### config.mk
export PLATFORM = sky130hd
export DESIGN_NAME = psum_accumulator
export DESIGN_NICKNAME = d
export VERILOG_FILES = /design/src/rtl/psum_accumulator_pkg.sv /design/src/rtl/psum_accumulator_cla.sv /design/src/rtl/psum_accumulator.sv
export SDC_FILE = /design/constraint.sdc
export NUM_CORES = 1
export LEC_CHECK = 0
export ABC_AREA = 1
export BUFFER_PORTS_ARGS = -buffer_cell sky130_fd_sc_hd__buf_2
export CORE_ASPECT_RATIO = 2
export CORE_MARGIN = 2
export CORE_UTILIZATION = 55
export CTS_CLUSTER_DIAMETER = 100
export CTS_CLUSTER_SIZE = 24
export DETAILED_ROUTE_END_ITERATION = 8
export PLACE_DENSITY = 0.88
export SLEW_MARGIN = 20
export SYNTH_ARGS = -nofsm -noshare
export SYNTH_HDL_FRONTEND = slang
export SYNTH_SLANG_ARGS = --single-unit
export TNS_END_PERCENT = 20
### constraint.sdc
create_clock -name clk -period 3.55 [get_ports clk]
set_clock_uncertainty 0.1 [all_clocks]
set_input_delay 0.71 -clock clk [delete_from_list [all_inputs] [get_ports clk]]
set_output_delay 0.71 -clock clk [all_outputs]
set_load 0.005 [all_outputs]
### src/rtl/psum_accumulator_pkg.sv
// Shared definitions for the partial-sum accumulator: FSM state encoding and
// signed saturation limits derived from the accumulator width (up to 64 bits).
package psum_accumulator_pkg;

    typedef enum logic [1:0] {
        IDLE  = 2'd0,
        ACCUM = 2'd1,
        HOLD  = 2'd2
    } stateT;

    function automatic logic [63:0] accMax(input int width);
        return (64'd1 << (width - 1)) - 64'd1;
    endfunction

    function automatic logic [63:0] accMin(input int width);
        return 64'd1 << (width - 1);
    endfunction

endpackage

### src/rtl/psum_accumulator_cla.sv
// Carry-lookahead adder: carries are resolved in 4-bit lookahead groups,
// with the group carry rippling from one group into the next.
module CLA #(
    parameter int WIDTH = 32
) (
    input  logic [WIDTH-1:0] A,
    input  logic [WIDTH-1:0] B,
    input  logic             Ci,
    output logic [WIDTH-1:0] S,
    output logic             Co
);

    logic [WIDTH-1:0] gen;
    logic [WIDTH-1:0] prop;
    logic [WIDTH:0]   carry;
    logic             term;
    logic             chain;

    assign gen  = A & B;
    assign prop = A ^ B;

    // Each carry is the OR of every generate inside its group that can
    // propagate up to it, plus the group's incoming carry.
    always_comb begin
        carry    = '0;
        carry[0] = Ci;
        term     = 1'b0;
        chain    = 1'b0;
        for (int base = 0; base < WIDTH; base += 4) begin
            for (int i = base; (i < base + 4) && (i < WIDTH); i++) begin
                term  = gen[i];
                chain = prop[i];
                for (int j = i - 1; j >= base; j--) begin
                    term  = term | (chain & gen[j]);
                    chain = chain & prop[j];
                end
                carry[i + 1] = term | (chain & carry[base]);
            end
        end
    end

    assign S  = prop ^ carry[WIDTH-1:0];
    assign Co = carry[WIDTH];

endmodule

### src/rtl/psum_accumulator.sv
// Streaming signed accumulator: sums one partial sum per accepted beat and
// presents one result per in_last-delimited group with a term count and sticky overflow.
module psum_accumulator
    import psum_accumulator_pkg::*;
#(
    parameter int DATA_WIDTH = 16,
    parameter int ACC_WIDTH  = 32,
    parameter int CNT_WIDTH  = 8,
    parameter int SATURATE   = 1
) (
    input  logic                  clk,
    input  logic                  rst,
    input  logic                  in_valid,
    output logic                  in_ready,
    input  logic [DATA_WIDTH-1:0] in_data,
    input  logic                  in_last,
    output logic                  out_valid,
    input  logic                  out_ready,
    output logic [ACC_WIDTH-1:0]  out_data,
    output logic [CNT_WIDTH-1:0]  out_count,
    output logic                  out_ovf
);

    localparam logic [ACC_WIDTH-1:0] ACC_MAX = ACC_WIDTH'(accMax(ACC_WIDTH));
    localparam logic [ACC_WIDTH-1:0] ACC_MIN = ACC_WIDTH'(accMin(ACC_WIDTH));

    stateT                 state_q, state_d;
    logic [ACC_WIDTH-1:0]  acc_q, acc_d;
    logic [CNT_WIDTH-1:0]  cnt_q, cnt_d;
    logic                  ovf_q, ovf_d;

    logic [ACC_WIDTH-1:0]  operand;
    logic [ACC_WIDTH-1:0]  sum;
    logic                  sumCarry;
    logic                  ovfNow;
    logic [ACC_WIDTH-1:0]  addResult;
    logic [CNT_WIDTH-1:0]  cntNext;

    assign operand = ACC_WIDTH'($signed(in_data));

    CLA #(
        .WIDTH(ACC_WIDTH)
    ) u_cla (
        .A (acc_q),
        .B (operand),
        .Ci(1'b0),
        .S (sum),
        .Co(sumCarry)
    );

    // Carry-out tells the clamp direction: two negatives overflowing always carry out.
    assign ovfNow    = (acc_q[ACC_WIDTH-1] == operand[ACC_WIDTH-1]) &&
                       (sum[ACC_WIDTH-1] != acc_q[ACC_WIDTH-1]);
    assign addResult = (ovfNow && (SATURATE != 0)) ? (sumCarry ? ACC_MIN : ACC_MAX) : sum;
    assign cntNext   = (cnt_q == '1) ? cnt_q : cnt_q + CNT_WIDTH'(1);

    always_ff @(posedge clk or posedge rst) begin
        if (rst) begin
            state_q <= IDLE;
            acc_q   <= '0;
            cnt_q   <= '0;
            ovf_q   <= 1'b0;
        end else begin
            state_q <= state_d;
            acc_q   <= acc_d;
            cnt_q   <= cnt_d;
            ovf_q   <= ovf_d;
        end
    end

    always_comb begin
        state_d   = state_q;
        acc_d     = acc_q;
        cnt_d     = cnt_q;
        ovf_d     = ovf_q;
        in_ready  = 1'b0;
        out_valid = 1'b0;
        case (state_q)
            IDLE, ACCUM: begin
                in_ready = 1'b1;
                if (in_valid) begin
                    acc_d   = addResult;
                    cnt_d   = cntNext;
                    ovf_d   = ovf_q | ovfNow;
                    state_d = in_last ? HOLD : ACCUM;
                end
            end
            HOLD: begin
                out_valid = 1'b1;
                if (out_ready) begin
                    acc_d   = '0;
                    cnt_d   = '0;
                    ovf_d   = 1'b0;
                    state_d = IDLE;
                end
            end
            default: state_d = IDLE;
        endcase
    end

    // Group registers double as the result registers; they are frozen in HOLD.
    assign out_data  = acc_q;
    assign out_count = cnt_q;
    assign out_ovf   = ovf_q;

endmodule

== Word level (Yosys, flattened, before mapping) ==
Cells that the tools add are included.
Cells by class
  add/subtract/negate cells: 1
  $mul: 0
  div/mod/pow operators: 0
  magnitude comparators: 0
  equality and inequality tests: 8
  shift-type cells: 0
  mux-type cells: 18
  bitwise gates (word level): 201
  reduce and logical (&&, ||, !) cells: 7
Operator list (number)
  32-bit two-way mux: 4
  1-bit AND: 121
  1-bit bitwise OR: 77
  32-bit one-hot mux with 2 select lines: 1
  32-bit XOR: 2
  32-bit AND: 1
  8-bit two-way mux: 3
  8-bit one-hot mux with 2 select lines: 1
  8-bit by 1-bit adder with 8-bit output, second input constant: 1
  8-bit equality test, second input constant: 1
  2-bit two-way mux: 3
  2-bit inequality test, second input constant: 3
  1-bit two-way mux: 4
  2-bit one-hot mux with 2 select lines: 1
  4-bit AND reduction: 1
  3-bit AND reduction: 1
  2-bit by 1-bit equality test with 1-bit output, second input constant: 1
  2-bit equality test, second input constant: 1
  2-bit logical NOT: 1
  1-bit one-hot mux with 2 select lines: 1
  2-bit AND reduction: 1
  2-bit nonzero test: 1
  2-bit OR reduction: 1
  1-bit equality test: 1
  2 further kinds: 2
Word-level totals
  flip-flop bits (word level): 43
  latch bits: 0
  bits in writable memories: 0
  bits in read-only memories: 0
  bits of input ports: 21
  output and inout bits: 43
  logic and storage cells: 239
  memories kept: 0

== Longest topological paths before layout ==
  depth in word-level cells: 25
  gate-level depth with buffers: 25
  mapped depth without buffers: 25

== Modules after synthesis ==
Synthesis repeated with hierarchy kept, for this count alone.
Second synthesis, totals
  cells, all modules: 477
  area total of the unflattened synthesis: 3514.6 µm²
By module, submodules not included
  psum_accumulator: instances 1, cells each 292, area each 2155.8 µm², sequential area each 1076.0 µm²
  CLA: instances 1, cells each 185, area each 1358.8 µm², sequential area each 0.0 µm²

== Worst setup path before layout ==
Ideal clock, no wire load.
  path kind: input to register
  start point: input port in_data[3]
  end point: register acc_q[29], in the netlist out_data[29]
  library setup time: 117 ps
  data arrival time: 2759 ps
  data required time: 3333 ps
  setup slack: 574 ps
  stages: 21
  path buffers: 0
  cells stage by stage: ha_1 -> or2_0 -> nand2_1 -> nand2_2 -> nand2_2 -> nand2_4 -> nand2_4 -> nand2_4 -> nand2_4 -> nand2_4 -> nand2_4 -> nand2_4 -> nand2_4 -> nand2_4 -> nand2_4 -> nand2_4 -> fa_1 -> xnor2_1 -> nand2_1 -> nand3_1 -> nand2_1
On the way
  word-level cells in the longest chain between the ends: 25
  elaborated cells on any way between the ends: 35
  classes of those cells: 1 x eq/ne; 4 x mux; 29 x bitwise; 1 x reduce/logical
Ends and longest elaborated chain
  start, declared: RTL line psum_accumulator.sv:15  | input logic [DATA_WIDTH-1:0] in_data,
  32-bit XOR: RTL line psum_accumulator_cla.sv:20  | assign prop = A ^ B;
  1-bit AND, on equally long branches: RTL line psum_accumulator_cla.sv:34, psum_accumulator_cla.sv:35
  1-bit bitwise OR (tied with other cells): RTL line psum_accumulator_cla.sv:34  | term = term | (chain & gen[j]);
  1-bit bitwise OR / 1-bit AND (equally long branches): RTL line psum_accumulator_cla.sv:34
  1-bit bitwise OR (*): RTL line psum_accumulator_cla.sv:34
  1-bit AND (*): RTL line psum_accumulator_cla.sv:37  | carry[i + 1] = term | (chain & carry[base]);
  1-bit bitwise OR (*): RTL line psum_accumulator_cla.sv:37
  1-bit AND (*): RTL line psum_accumulator_cla.sv:37
  [... 9 more ...]
  1-bit AND: RTL line psum_accumulator_cla.sv:37
  1-bit bitwise OR: RTL line psum_accumulator_cla.sv:37
  32-bit XOR: RTL line psum_accumulator_cla.sv:42  | assign S = prop ^ carry[WIDTH-1:0];
  1-bit inequality test: RTL line psum_accumulator.sv:53  | (sum[ACC_WIDTH-1] != acc_q[ACC_WIDTH-1]);
  1-bit logical AND: RTL line psum_accumulator.sv:52  | assign ovfNow = (acc_q[ACC_WIDTH-1] == operand[ACC_WIDTH-1]) &&
  32-bit two-way mux (*): RTL line psum_accumulator.sv:54  | assign addResult = (ovfNow && (SATURATE != 0)) ? (sumCarry ? ACC_MIN : ACC_MAX) : sum;
  32-bit two-way mux (*): RTL line psum_accumulator.sv:81  | if (in_valid) begin
  32-bit one-hot mux with 2 select lines (*): RTL line psum_accumulator.sv:78  | case (state_q)
  end signal, assigned: RTL line psum_accumulator.sv:60  | acc_q <= '0;
  end signal, assigned: RTL line psum_accumulator.sv:65  | acc_q <= acc_d;
  end, declared: RTL line psum_accumulator.sv:28  | logic [ACC_WIDTH-1:0] acc_q, acc_d;
Every way passes the cells marked *; elsewhere a longest branch is shown, timed or not. The select of a mux whose other input is x is not followed.
A chain may end at the register's enable or synchronous reset.

== Worst setup path in the final report ==
  start point: input port in_data[3]
  end point: register acc_q[25], in the netlist out_data[25]
On the way
  word-level cells in the longest chain between the ends: 25
  elaborated cells on any way between the ends: 35
  classes of those cells: 1 x eq/ne; 4 x mux; 29 x bitwise; 1 x reduce/logical
Ends and longest elaborated chain (RTL line)
  32-bit XOR: psum_accumulator_cla.sv:20
  1-bit AND, on equally long branches: psum_accumulator_cla.sv:34, psum_accumulator_cla.sv:35
  1-bit bitwise OR (tied with other cells): psum_accumulator_cla.sv:34
  1-bit bitwise OR / 1-bit AND (equally long branches): psum_accumulator_cla.sv:34
  1-bit bitwise OR (*): psum_accumulator_cla.sv:34
  1-bit AND (*): psum_accumulator_cla.sv:37
  1-bit bitwise OR (*): psum_accumulator_cla.sv:37
  1-bit AND (*): psum_accumulator_cla.sv:37
  [... 9 more ...]
  1-bit AND: psum_accumulator_cla.sv:37
  1-bit bitwise OR: psum_accumulator_cla.sv:37
  32-bit XOR: psum_accumulator_cla.sv:42
  1-bit inequality test: psum_accumulator.sv:53
  1-bit logical AND: psum_accumulator.sv:52
  32-bit two-way mux (*): psum_accumulator.sv:54
  32-bit two-way mux (*): psum_accumulator.sv:81
  32-bit one-hot mux with 2 select lines (*): psum_accumulator.sv:78
Marks and branches as above.

==> results.ini <==
[power_and_ir_drop]
leakage_nw = 2.27
peakVddDrop_mv = 0.593
pwr-share-clk = 0.125
p_seq_frac = 0.251
power_frac_comb = 0.624
p_int_mw = 1.93
swShare = 0.468
p_sw_mw = 1.70
p_per_area_nw_per_um2 = 914
fin_total_pwr_mw = 3.63

[clocking]
clk_pin_slew_ns = 0.06
cts_buffers = 5
ctsLongestPathBuffers = 2
ctsHoldBuffers = 0
cts-resized-gates = 0
cts_sinks = 43
clock_latency_ns = 0.28
tritoncts = built
cts-root-buf = clkbuf_16
postCtsSetupBuffers = 0
cts-htree-levels = 2

[synthesis]
async_flop_share = 1.00
synth_top_area_frac = 0.310
synth_edf_count = 0
syn_nets = 491
ys_ff_latch = 43
synth_top_area_cell = dfrtp_1
ys_top_cells_by_area = dfrtp_1, nand2_1, ha_1
syn_area_um2 = 3470
ys_warn_count = 0
postSynthCellCount = 429
syn_avg_cell_area_um2 = 8.08
ys.flop_type = dfrtp_1
ys_types = 33
seq_area_frac_synth = 0.310

[floorplan]
die-area_um2 = 6990
fp.coreArea_um2 = 6210
rows = 41
start_util = 0.558
die_h_um = 116
die_width_um = 60.1
io_pins = 64

[layout]
nNetsFinal = 554
fillCellCount = 520
multi_input_area_um2 = 2120
drive_above_1_share = 0.252
layout_common_cells = nand2_1, buf_2, inv_1, dfrtp_1, nand3_1
regArea_um2 = 1080
finish.utilization = 0.639
insertedDiodeCount = 0
final_common_cell = nand2_1
area_growth_pct = 14.5
fin_area_um2 = 3970

[setup_path]
cp.required_ns = 3.67
crit_type = input port to flip-flop
critPathCaptureType = flip-flop
critical_path_arrival_ns = 3.28
startpoint_type = input port
worstPathMaxFanout = 31

[timing]
finalMaxSlewViolations = 0
fin_setup_tns_ns = 0
holdWs_ns = 0.385
hold_viol = 0
maxSlewHeadroom = 0.318
rsz0062_at_grt = false
setup_viol = 0
worst_slew_pin_slew_ns = 1.02
fin_crit_ns = 3.16
timing.final.crit_share = 0.890
max_freq_mhz = 316

[placement]
placed_cell_area_um2 = 3820
dp_hpwl_um = 5290
gp_congestion = 0.850
io_buffers = 63

[worst_hold_path]
hold_path_class = flip-flop to flip-flop

[drt]
wl_per_cell_um = 12.3
drt_iter0_markers = 170
wl_um = 7130
vias_per_cell = 5.24
vias = 3031
drc = 0
dr.pass1.iters = 5
antenna_left = 0

[global_route]
antenna_found_initial = 0
grt_pass1_vias = 2937
grt_max_degree = 44
grt_usage = 0.223
grt-ovfl-total = 0
grt_pass1_wl_um = 12300

[status]
status = complete, no violations

[flow_run]
drv_cap = 0

## through the flow
step                instances  setup slack (ns)
floorplan                 429             0.574
global placement          571             0.181
detailed placement        571            0.0902
CTS                       578             0.375
global route              578             0.151
finish                    578             0.389
## worst max-delay path, cell delays in order
cell and delay [ns]:
buf_2 0.10, ha_1 0.32, or2_0 0.22, nand2_1 0.08, nand2_2 0.08, nand2_2 0.08, nand2_4 0.07, nand2_4 0.06
nand2_4 0.06, nand2_4 0.07, nand2_4 0.06, nand2_4 0.07, nand2_4 0.06, nand2_4 0.07, nand2_4 0.06, nand2_4 0.07
nand2_4 0.06, nand2_4 0.07, nand2_2 0.07, nand2_4 0.11, nand3_4 0.36, nand2_1 0.21, nand3_1 0.09, nand2_1 0.08
## state kept, by name (all words and copies together), names as in the netlist
| name | count |
|---|---|
| out_data | 32 |
| out_count | 8 |
| state_q | 2 |
| out_ovf | 1 |
## power by group through the flow
stage	Combinational [mW]	Sequential, mW	Clock, mW
2_1_floorplan	1.75	0.909	0
3_3_place_gp	2.15	0.909	0
3_5_place_dp	2.24	0.918	0
4_1_cts	2.28	0.911	0.463
5_1_grt	2.59	0.944	0.482
6_report	2.26	0.910	0.452
## synth_stat cells, types with 2 or more instances
master and count:
nand2_1 129, nor2_1 13, inv_1 44, clkbuf_1 3, nor3b_1 2, nor2_2 2
ha_1 33, dfrtp_1 43, nor3_1 8, buf_6 7, nor4_1 2, a21oi_1 18
nand2_2 19, nand3_1 36, nand3_2 10, o21ai_0 7, fa_1 8, xor2_1 6
nand2_4 13, and3_1 2, xnor2_1 10, nand4_1 3
## per-layer routing
layer / up-vias / part of all wire / global-route usage / wire [um]
li1: 1514 / - / - / -
met1: 1427 / 0.42 / 0.282 / 3000
met2: 83 / 0.52 / 0.388 / 3730
met3: 7 / 0.043 / 0.0310 / 310
met4: 0 / 0.013 / 0.0652 / 91
met5: - / 0 / 0 / 0
## area by class of cell
class,instances,area share
Multi-Input combinational cell,330,0.535
Sequential cell,43,0.271
Timing Repair Buffer,68,0.0889
Inverter,44,0.0416
Clock buffer,6,0.0350
Tap cell,86,0.0271
Clock inverter,1,0.00126
## worst paths after layout
path / start / endpoint / slack, ns / cells after the start
max in group asynchronous: rst / out_data[12] / 2.28 / 2
min: state_q[1] / state_q[0] / 0.39 / 1
min in group asynchronous: rst / out_data[23] / 0.51 / 2
max reg2reg: out_data[3] / out_data[25] / 0.53 / 23
max: in_data[3] / out_data[25] / 0.39 / 24
min reg2reg: state_q[1] / state_q[0] / 0.39 / 1
## logic make-up (layout without fill, tap and decap cells)
family | Yosys count | count (layout) | share of synthesized area
and+or+nand+nor | 243 | 243 | 0.358
buffers and inverters | 56 | 119 | 0.0773
DFF | 43 | 43 | 0.310
adders and majority gates | 41 | 41 | 0.165
AOI/OAI and AO/OA | 30 | 30 | 0.0480
xor gates and xnor gates | 16 | 16 | 0.0404
No activity file was read; power rests on OpenSTA's default activity.
